### config.mk
export PLATFORM = sky130hd
export DESIGN_NAME = hit_rule
export DESIGN_NICKNAME = d
export VERILOG_FILES = /design/src/rtl/surfers_pkg.sv /design/src/rtl/hit_rule.sv
export SDC_FILE = /design/constraint.sdc
export NUM_CORES = 1
export LEC_CHECK = 0
export CAP_MARGIN = 20
export CORE_AREA = 3 3 40 42
export DETAILED_ROUTE_END_ITERATION = 8
export DIE_AREA = 0 0 43 45
export GPL_ROUTABILITY_DRIVEN = 0
export PLACE_DENSITY_LB_ADDON = 0.15
export SLEW_MARGIN = 40
export SYNTH_ARGS = -nofsm -noshare
export SYNTH_HDL_FRONTEND = slang
export SYNTH_SLANG_ARGS = --single-unit
### constraint.sdc
create_clock -name vclk -period 0.8
set_input_delay 0.16 -clock vclk [all_inputs]
set_output_delay 0.16 -clock vclk [all_outputs]
set_load 0.01 [all_outputs]
### src/rtl/surfers_pkg.sv
// Shared definitions for the surfers game datapath: obstacle word layout,
// obstacle type codes and player pose codes used by generator and checker.
package surfers_pkg;

    localparam int OBS_W         = 16;
    localparam int OBS_TYPE_MSB  = 15;
    localparam int OBS_TYPE_LSB  = 13;
    localparam int OBS_LANE_MSB  = 12;
    localparam int OBS_LANE_LSB  = 11;
    localparam int OBS_DEPTH_MSB = 10;
    localparam int OBS_DEPTH_LSB = 0;
    localparam int DEPTH_W       = OBS_DEPTH_MSB - OBS_DEPTH_LSB + 1;

    typedef enum logic [2:0] {
        OBS_NONE   = 3'b000,
        OBS_JUMP   = 3'b001,
        OBS_DUCK   = 3'b010,
        OBS_MIDDLE = 3'b011,
        OBS_TRAIN  = 3'b100,
        OBS_RAMP   = 3'b101,
        OBS_CAR    = 3'b110
    } obs_type_e;

    typedef enum logic [1:0] {
        POSE_RUN     = 2'b00,
        POSE_JUMP    = 2'b01,
        POSE_DUCK    = 2'b10,
        POSE_RUN_ALT = 2'b11
    } pose_e;

endpackage

### src/rtl/hit_rule.sv
// Per-obstacle-type contact rule: decides whether the latched player state
// collides with an obstacle type, or lands on a train roof / ramp instead.
module hit_rule
    import surfers_pkg::*;
#(
    parameter int TRAIN_HEIGHT = 64
) (
    input  logic [2:0] type_i,
    input  logic [1:0] pose_i,
    input  logic [7:0] height_i,
    output logic       hit_o,
    output logic       roof_o,
    output logic       ramp_o
);

    logic [31:0] height_ext;
    logic        below_roof;

    assign height_ext = {24'd0, height_i};
    assign below_roof = height_ext < $unsigned(TRAIN_HEIGHT);

    always_comb begin
        hit_o  = 1'b0;
        roof_o = 1'b0;
        ramp_o = 1'b0;
        case (type_i)
            OBS_JUMP:   hit_o = (pose_i != POSE_JUMP);
            OBS_DUCK:   hit_o = (pose_i != POSE_DUCK);
            OBS_MIDDLE: hit_o = (pose_i == POSE_RUN) || (pose_i == POSE_RUN_ALT);
            OBS_TRAIN: begin
                hit_o  = below_roof;
                roof_o = !below_roof;
            end
            OBS_RAMP:   ramp_o = 1'b1;
            default: ;
        endcase
    end

endmodule

==> qor.csv, run 1 <==
stage;metric;value;unit
finish;fin_nets;36;
finish;clkbuf_count;0;
yosys;synth_top_area_frac;0.231;
outcome;status;finished, violations left;
timing;final_hold_viol_count;0;
timing;slew-limit-headroom;0.883;
grt;grt_pass1_wl;531;um
floorplan;dieHeight;45;um
clock_tree;postCtsSetupRepairBufs;0;
finish;drive_gt1_frac;0.810;
outcome;failed_checks;setup timing;
timing;holdWs;584;ps
floorplan;fp-row-count;13;
finish;seq_cell_count;0;
yosys;syn_area_per_cell;6.51;um^2
yosys;syn-cell-area;65.1;um^2
setup_path;worst-path-max-fanout;3;
timing;finalSetupViolCount;3;
finish;final_cells;36;
power;finalPower;0.0929;mW
routing;drtPass1Iterations;1;
routing;via_per_inst;3.33;
routing;vias;120;
setup_path;worstPathCellList;buf_8, buf_6, nor4b_4, buf_2;
setup_path;critPathKind;input port to output pin;
placed_design;place.port_buffers;10;
setup_path;max_stage_delay;220;ps
routing;ant_nets;0;
timing;rsz0062_at_grt;yes;
setup_path;start_kind;input port;
timing;report.final.slew_viol_count;0;
floorplan;die_area;0.00194;mm^2
yosys;syn-instance-count;10;
setup_path;worst_ep_required_time;640;ps
yosys;yosys_warnings;0;
routing;wirelength;297;um
setup_path;worstSetupEndpointType;output pin;
finish;syn_to_final_growth;219;%
grt;grt_max_degree;5;
yosys;syn-num-nets;23;
yosys;yosysTopAreaCell;nand3b_1;
timing;tightest_slew;176;ps
clock_tree;ctsHoldBuffers;0;
placed_design;placed_area;198;um^2
placed_design;place_inst;36;
floorplan;core_area;0.00128;mm^2
finish;design_area;208;um^2
floorplan;die_w;43;um
setup_path;cp_top_family;buffers and inverters;
worst_hold_path;holdCritPathClass;input port to output pin;
finish;register_area;0;um^2
yosys;synth_area_leaders;nand3b_1 (23%), and3b_2 (15%), nor4b_1 (13%);
floorplan;start_util;0.0506;
grt;antenna_found_initial;0;
power;ir_drop;167;uV
grt;track_usage;0.0340;
yosys;ys_seq_area_frac;0;
grt;grt_pass1_vias;127;
yosys;ys_types;8;
routing;wl_per_cell;8.25;um
grt;grt-ovfl-total;0;
placed_design;pre_cts_slack;-1010;ps
setup_path;path_buf_inv;3;
power;p_leak;0.0933;nW
floorplan;ios;16;
timing;fmaxAchievable;1.08;GHz
setup_path;critPathSlowestCell;nor4b_4;
flow_run;drv_cap;0;
setup_path;cp.arrival;760;ps
power;power_density;447;mW/mm^2
routing;drc;0;
timing;finalCriticalPeriod;924;ps
timing;min_period_over_period;1.15;
routing;drt_iter0_drc;0;
timing;fin_ws;-124;ps
finish;diodes;0;
==> cell usage in the layout, fill, tap and decap left out <==
cell / instances
buf_2: 3
nor2_2: 1
nor2_4: 1
nand3b_1: 2
nand3_2: 1
and3b_2: 1
buf_6: 3
o21ai_2: 1
nand2_1: 1
or2_1: 1
buf_8: 2
nor4b_4: 1
clkbuf_2: 3
==> per-stage QoR <==
step | utilization | setup TNS (ps)
floorplan | - | 0
global placement | 0.154 | -2750
detailed placement | 0.154 | -2800
CTS | 0.158 | -307
global route | 0.162 | -385
finish | 0.162 | -277
==> cell usage after synthesis <==
master,instances
nand3b_1,2
o21ai_2,1
and3b_2,1
nor4b_1,1
nor2_1,2
nand2_1,1
or2_1,1
nand3_1,1
==> power by group <==
group / switching, mW / internal, mW
Sequential: 0 / 0
Clock: 0 / 0
Combinational: 0.0378 / 0.0551
==> area by class of cell <==
cell class         instances  area, um^2
fillers                  149        1080
multi-input cells         10        95.1
repair buffers            11        93.8
well taps                 15        18.8
==> kinds of logic after synthesis <==
logic type / after synthesis / share of synthesized area
AND/OR/NAND/NOR: 9 / 0.865
AO/OA/AOI/OAI: 1 / 0.135
==> what timing repair did <==
item / 4_1_cts / 5_1_grt
setup endpoints to repair: 3 / 3
endpoints found under the hold margin: 0 / 0
pin swaps: 7 / 7
gates resized for setup: 44 / 7
==> per-layer routing <==
metal	vias to the layer above	global-route usage	share of wire
li1	59	-	-
met1	51	0.0476	0.59
met2	10	0.0539	0.30
met3	0	0.0120	0.11
met4	0	0	0
met5	-	0	0
==> worst paths after layout <==
kind | startpoint | endpoint | slack [ps] | depth (start not counted)
setup / recovery | type_i[0] | roof_o | -120 | 4
hold / removal | type_i[1] | roof_o | 580 | 3
Note: power is estimated with default switching activity, not from simulation.
==> run 2, diff against run 1 <==
--- a/config.mk
+++ b/config.mk
@@ -11,6 +11,7 @@
 export DIE_AREA = 0 0 43 45
 export GPL_ROUTABILITY_DRIVEN = 0
 export PLACE_DENSITY_LB_ADDON = 0.15
+export SETUP_SLACK_MARGIN = 0.5
 export SLEW_MARGIN = 40
 export SYNTH_ARGS = -nofsm -noshare
 export SYNTH_HDL_FRONTEND = slang
==> qor.csv, run 2 (same netlist as run 1, synthesis figures left out) <==
stage;metric;value;unit;change
worst_hold_path;holdCritPathClass;input port to output pin;;
grt;antenna_found_initial;0;;unchanged
routing;top_layer;met3;;
placed_design;pre_cts_slack;-982;ps;+31.0 ps
timing;report.final.slew_viol_count;0;;unchanged
setup_path;worst-path-max-fanout;3;;unchanged
grt;grt-ovfl-total;0;;unchanged
setup_path;path_buf_inv;3;;unchanged
finish;final_core_util;0.167;;+0.00487
routing;wirelength;259;um;-13%
outcome;status;finished, violations left;;
power;p_sw_frac;0.392;;-0.0148
timing;holdWs;646;ps;+61.7 ps
placed_design;place.port_buffers;10;;unchanged
worst_hold_path;min_to;roof_o;;
grt;track_usage;0.0257;;-0.00829
routing;via_per_inst;3.08;;-7.6%
setup_path;cp_top_family;buffers and inverters;;
setup_path;critPathKind;input port to output pin;;
timing;min_period_over_period;1.16;;+0.00465
finish;final_cells;37;;+2.8%
routing;vias;114;;-5.0%
placed_design;placed_area;213;um^2;+7.6%
floorplan;fp-row-count;13;;unchanged
grt;grt_max_degree;5;;unchanged
floorplan;start_util;0.0506;;unchanged
power;pwr-share-clk;0;;unchanged
setup_path;critPathSlowestCell;nor4b_2;;
finish;fin_nets;37;;+2.8%
finish;fillers;142;;-4.7%
power;power_frac_seq;0;;unchanged
outcome;failed_checks;setup timing;;
placed_design;place_inst;37;;+2.8%
power;finalPower;0.0933;mW;+0.40%
power;power.switching;0.0365;mW;-3.3%
power;internal_power;0.0567;mW;+2.9%
routing;drc;0;;unchanged
timing;tightest_slew;170;ps;-5.74 ps
floorplan;die_area;0.00194;mm^2;unchanged
routing;ant_nets;0;;unchanged
routing;met1Wirelength;140;um;-20%
finish;diodes;0;;unchanged
routing;route.met2.wl;60;um;-33%
grt;grt_pass1_vias;100;;-21%
clock_tree;postCtsSetupRepairBufs;0;;unchanged
setup_path;cp.depth;4;;unchanged
floorplan;dieHeight;45;um;unchanged
flow_run;drv_cap;0;;unchanged
timing;final_hold_viol_count;0;;unchanged
finish;clkbuf_count;0;;unchanged
worst_hold_path;holdCritStartpoint;type_i[0];;
floorplan;core_area;0.00128;mm^2;unchanged
finish;final_cell_mix;buf_2 (4), buf_6 (3);;
timing;rsz0062_at_grt;yes;;
power;p_leak;0.0938;nW;+0.51%
floorplan;ios;16;;unchanged
power;power_density;436;mW/mm^2;-2.5%
routing;drt_iter0_drc;0;;unchanged
floorplan;die_w;43;um;unchanged
finish;syn_to_final_growth;229;%;
routing;wl_met3;58;um;+76%
setup_path;worstSetupEndpointType;output pin;;
finish;seq_cell_count;0;;unchanged
timing;fmaxAchievable;1.08;GHz;-0.40%
finish;multi_input_area;91.3;um^2;-3.9%
finish;layout_commonest_cell;buf_2;;
grt;grt_pass1_wl;420;um;-21%
setup_path;start_kind;input port;;
timing;finalSetupViolCount;3;;unchanged
power;ir_drop;153;uV;-8.3%
setup_path;cp.arrival;770;ps;about the same
routing;drtPass1Iterations;1;;unchanged
finish;register_area;0;um^2;unchanged
finish;drive_gt1_frac;0.773;;-0.0368
timing;slew-limit-headroom;0.886;;+0.00365
setup_path;max_stage_delay;240;ps;+20 ps
worst_hold_path;whs_path_depth;4;;+1
timing;finalCriticalPeriod;927;ps;+3.72 ps
power;combPwrFrac;1.000;;about the same
timing;setup_tns;-298;ps;-20.4 ps
setup_path;worstPathCellList;buf_8, buf_6, nor4b_2, buf_2;;
setup_path;worst_ep_required_time;640;ps;about the same
clock_tree;ctsHoldBuffers;0;;unchanged
timing;fin_ws;-127;ps;-3.72 ps
finish;design_area;214;um^2;+3.0%
routing;wl_per_cell;7.00;um;-15%
## run 2: cell count changes in the layout (fill, tap and decap cells not counted), sizes merged
| cell | before | now |
|---|---|---|
| clkbuf | 3 | 2 |
| buf | 8 | 9 |
| clkdlybuf4s15 | 0 | 1 |
## run 2: metal layers
metal,vias to the layer above,track usage
li1,61,-
met1,43,0.0452
met2,10,0.0269
met3,0,0.0120
met4,0,0
met5,-,0
## run 2: worst max-delay path by stage
| stage | to | startpoint | slack (ps) |
|---|---|---|---|
| after global routing | roof_o | type_i[0] | -170 |
| final | roof_o | type_i[0] | -130 |
| after detailed placement | roof_o | type_i[0] | -980 |
| after global placement | hit_o | type_i[0] | -970 |
| after floorplan | hit_o | type_i[1] | 100 |
| after CTS | roof_o | type_i[1] | -140 |
## run 2: what timing repair did
item                                    in CTS  in global routing
endpoints found under the setup margin       3                  3
gates resized for setup                     43                  4
pin swaps                                    7                  2
## run 2: power groups by stage
stage                     registers, mW  clock network, mW  logic (mW)
after global placement                0                  0      0.0941
after CTS                             0                  0      0.0924
final                                 0                  0      0.0933
after floorplan                       0                  0      0.0271
after global routing                  0                  0       0.101
after detailed placement              0                  0      0.0952
## run 2: area by class of cell
cell class | instances | area share
Multi-Input combinational cell | 10 | 0.427
Timing Repair Buffer | 12 | 0.485
Tap cell | 15 | 0.0877
==> run 3, diff against run 2 <==
==> constraint.sdc (replaced) <==
create_clock -name vclk -period 1.1
set_input_delay 0.22 -clock vclk [all_inputs]
set_output_delay 0.22 -clock vclk [all_outputs]
set_load 0.01 [all_outputs]
==> qor.csv, run 3 (same netlist as run 1, synthesis figures left out) <==
stage;metric;value;unit;change
flow_run;drv_cap;0;;unchanged
timing;rsz0062_at_grt;yes;;
power;power_frac_seq;0;;unchanged
finish;syn_to_final_growth;242;%;
setup_path;worst-path-max-fanout;3;;unchanged
timing;fmaxAchievable;0.935;GHz;
worst_hold_path;holdCritPathClass;input port to output pin;;
finish;fin_nets;37;;unchanged
power;power.switching;0.0281;mW;-23%
timing;report.final.slew_viol_count;0;;unchanged
finish;design_area;223;um^2;+4.1%
setup_path;start_kind;input port;;
finish;multi_input_area;95.1;um^2;+4.1%
placed_design;placed_area;213;um^2;unchanged
timing;tightest_slew;181;ps;+10.8 ps
power;pwr-share-clk;0;;unchanged
routing;vias;118;;+3.5%
floorplan;die_w;43;um;unchanged
finish;layout_commonest_cell;buf_2;;
finish;diodes;0;;unchanged
placed_design;place.port_buffers;10;;unchanged
routing;drtPass1Iterations;1;;unchanged
power;combPwrFrac;1.000;;about the same
floorplan;fp-row-count;13;;unchanged
routing;drc;0;;unchanged
setup_path;critPathKind;input port to output pin;;
routing;drt_iter0_drc;0;;unchanged
floorplan;start_util;0.0506;;unchanged
timing;slew-limit-headroom;0.879;;-0.00744
grt;grt_max_degree;5;;unchanged
timing;setup_tns;0;ps;+298 ps
grt;grt_pass1_wl;531;um;+26%
power;internal_power;0.0438;mW;-23%
clock_tree;postCtsSetupRepairBufs;0;;unchanged
floorplan;die_area;0.00194;mm^2;unchanged
timing;min_period_over_period;0.973;;
floorplan;core_area;0.00128;mm^2;unchanged
power;power_density;323;mW/mm^2;-26%
power;ir_drop;122;uV;-21%
finish;drive_gt1_frac;0.682;;-0.0909
timing;holdWs;777;ps;+132 ps
power;p_sw_frac;0.391;;-0.000945
routing;via_per_inst;3.19;;+3.5%
timing;finalSetupViolCount;0;;-3
grt;grt-ovfl-total;0;;unchanged
power;p_leak;0.0985;nW;+5.1%
finish;register_area;0;um^2;unchanged
routing;wirelength;286;um;+10%
finish;clkbuf_count;0;;unchanged
power;finalPower;0.0720;mW;-23%
finish;final_cell_mix;buf_2 (5), buf_6 (3);;
timing;finalCriticalPeriod;1070;ps;
routing;ant_nets;0;;unchanged
setup_path;cp.arrival;850;ps;+80 ps
finish;seq_cell_count;0;;unchanged
grt;track_usage;0.0332;;+0.00746
grt;grt_pass1_vias;123;;+23%
finish;fillers;141;;-0.70%
clock_tree;ctsHoldBuffers;0;;unchanged
grt;antenna_found_initial;0;;unchanged
floorplan;ios;16;;unchanged
routing;wl_per_cell;7.73;um;+10%
setup_path;worstSetupEndpointType;output pin;;
floorplan;dieHeight;45;um;unchanged
outcome;status;finished, final reports clean;;
setup_path;worst_ep_required_time;880;ps;+240 ps
timing;final_hold_viol_count;0;;unchanged
==> run 3: worst paths after layout <==
path	slack (ps)	endpoint	start	cells past startpoint
setup / recovery	30	roof_o	type_i[0]	4
hold / removal	780	roof_o	type_i[0]	4
==> run 3: routing by layer <==
layer,global-route usage,part of all wire,routed length (um)
met2,0.0479,0.31,90
met4,0,0,0
met1,0.0476,0.47,133
met5,0,0,0
met3,0.0159,0.22,63
==> run 3: critical path, stage by stage <==
cell,delay (ps)
buf_8,100
buf_6,110
nor4b_4,250
buf_2,170
==> run 3: layout make-up <==
class,instances,area share
multi-input combinational,10,0.427
tap,15,0.0843
timing repair buffer,12,0.489
==> run 3: through the flow <==
| stage | std cells | worst slack (ps) | util |
|---|---|---|---|
| detailed placement | 37 | -835 | 0.166 |
| global route | 37 | -40.6 | 0.173 |
| global placement | 37 | -790 | 0.166 |
| floorplan | 10 | 283 | - |
| finish | 37 | 30.2 | 0.173 |
| CTS | 37 | 23.8 | 0.173 |
==> run 3: power groups by stage <==
stage | combinational [mW] | clock (mW) | sequential, mW
2_1_floorplan | 0.0197 | 0 | 0
3_3_place_gp | 0.0683 | 0 | 0
3_5_place_dp | 0.0693 | 0 | 0
4_1_cts | 0.0725 | 0 | 0
5_1_grt | 0.0786 | 0 | 0
6_report | 0.0720 | 0 | 0
==> run 3: timing repair <==
item | in CTS | in global routing
pin swaps | 6 | 2
endpoints found under the setup margin | 3 | 3
resized for setup | 48 | 0
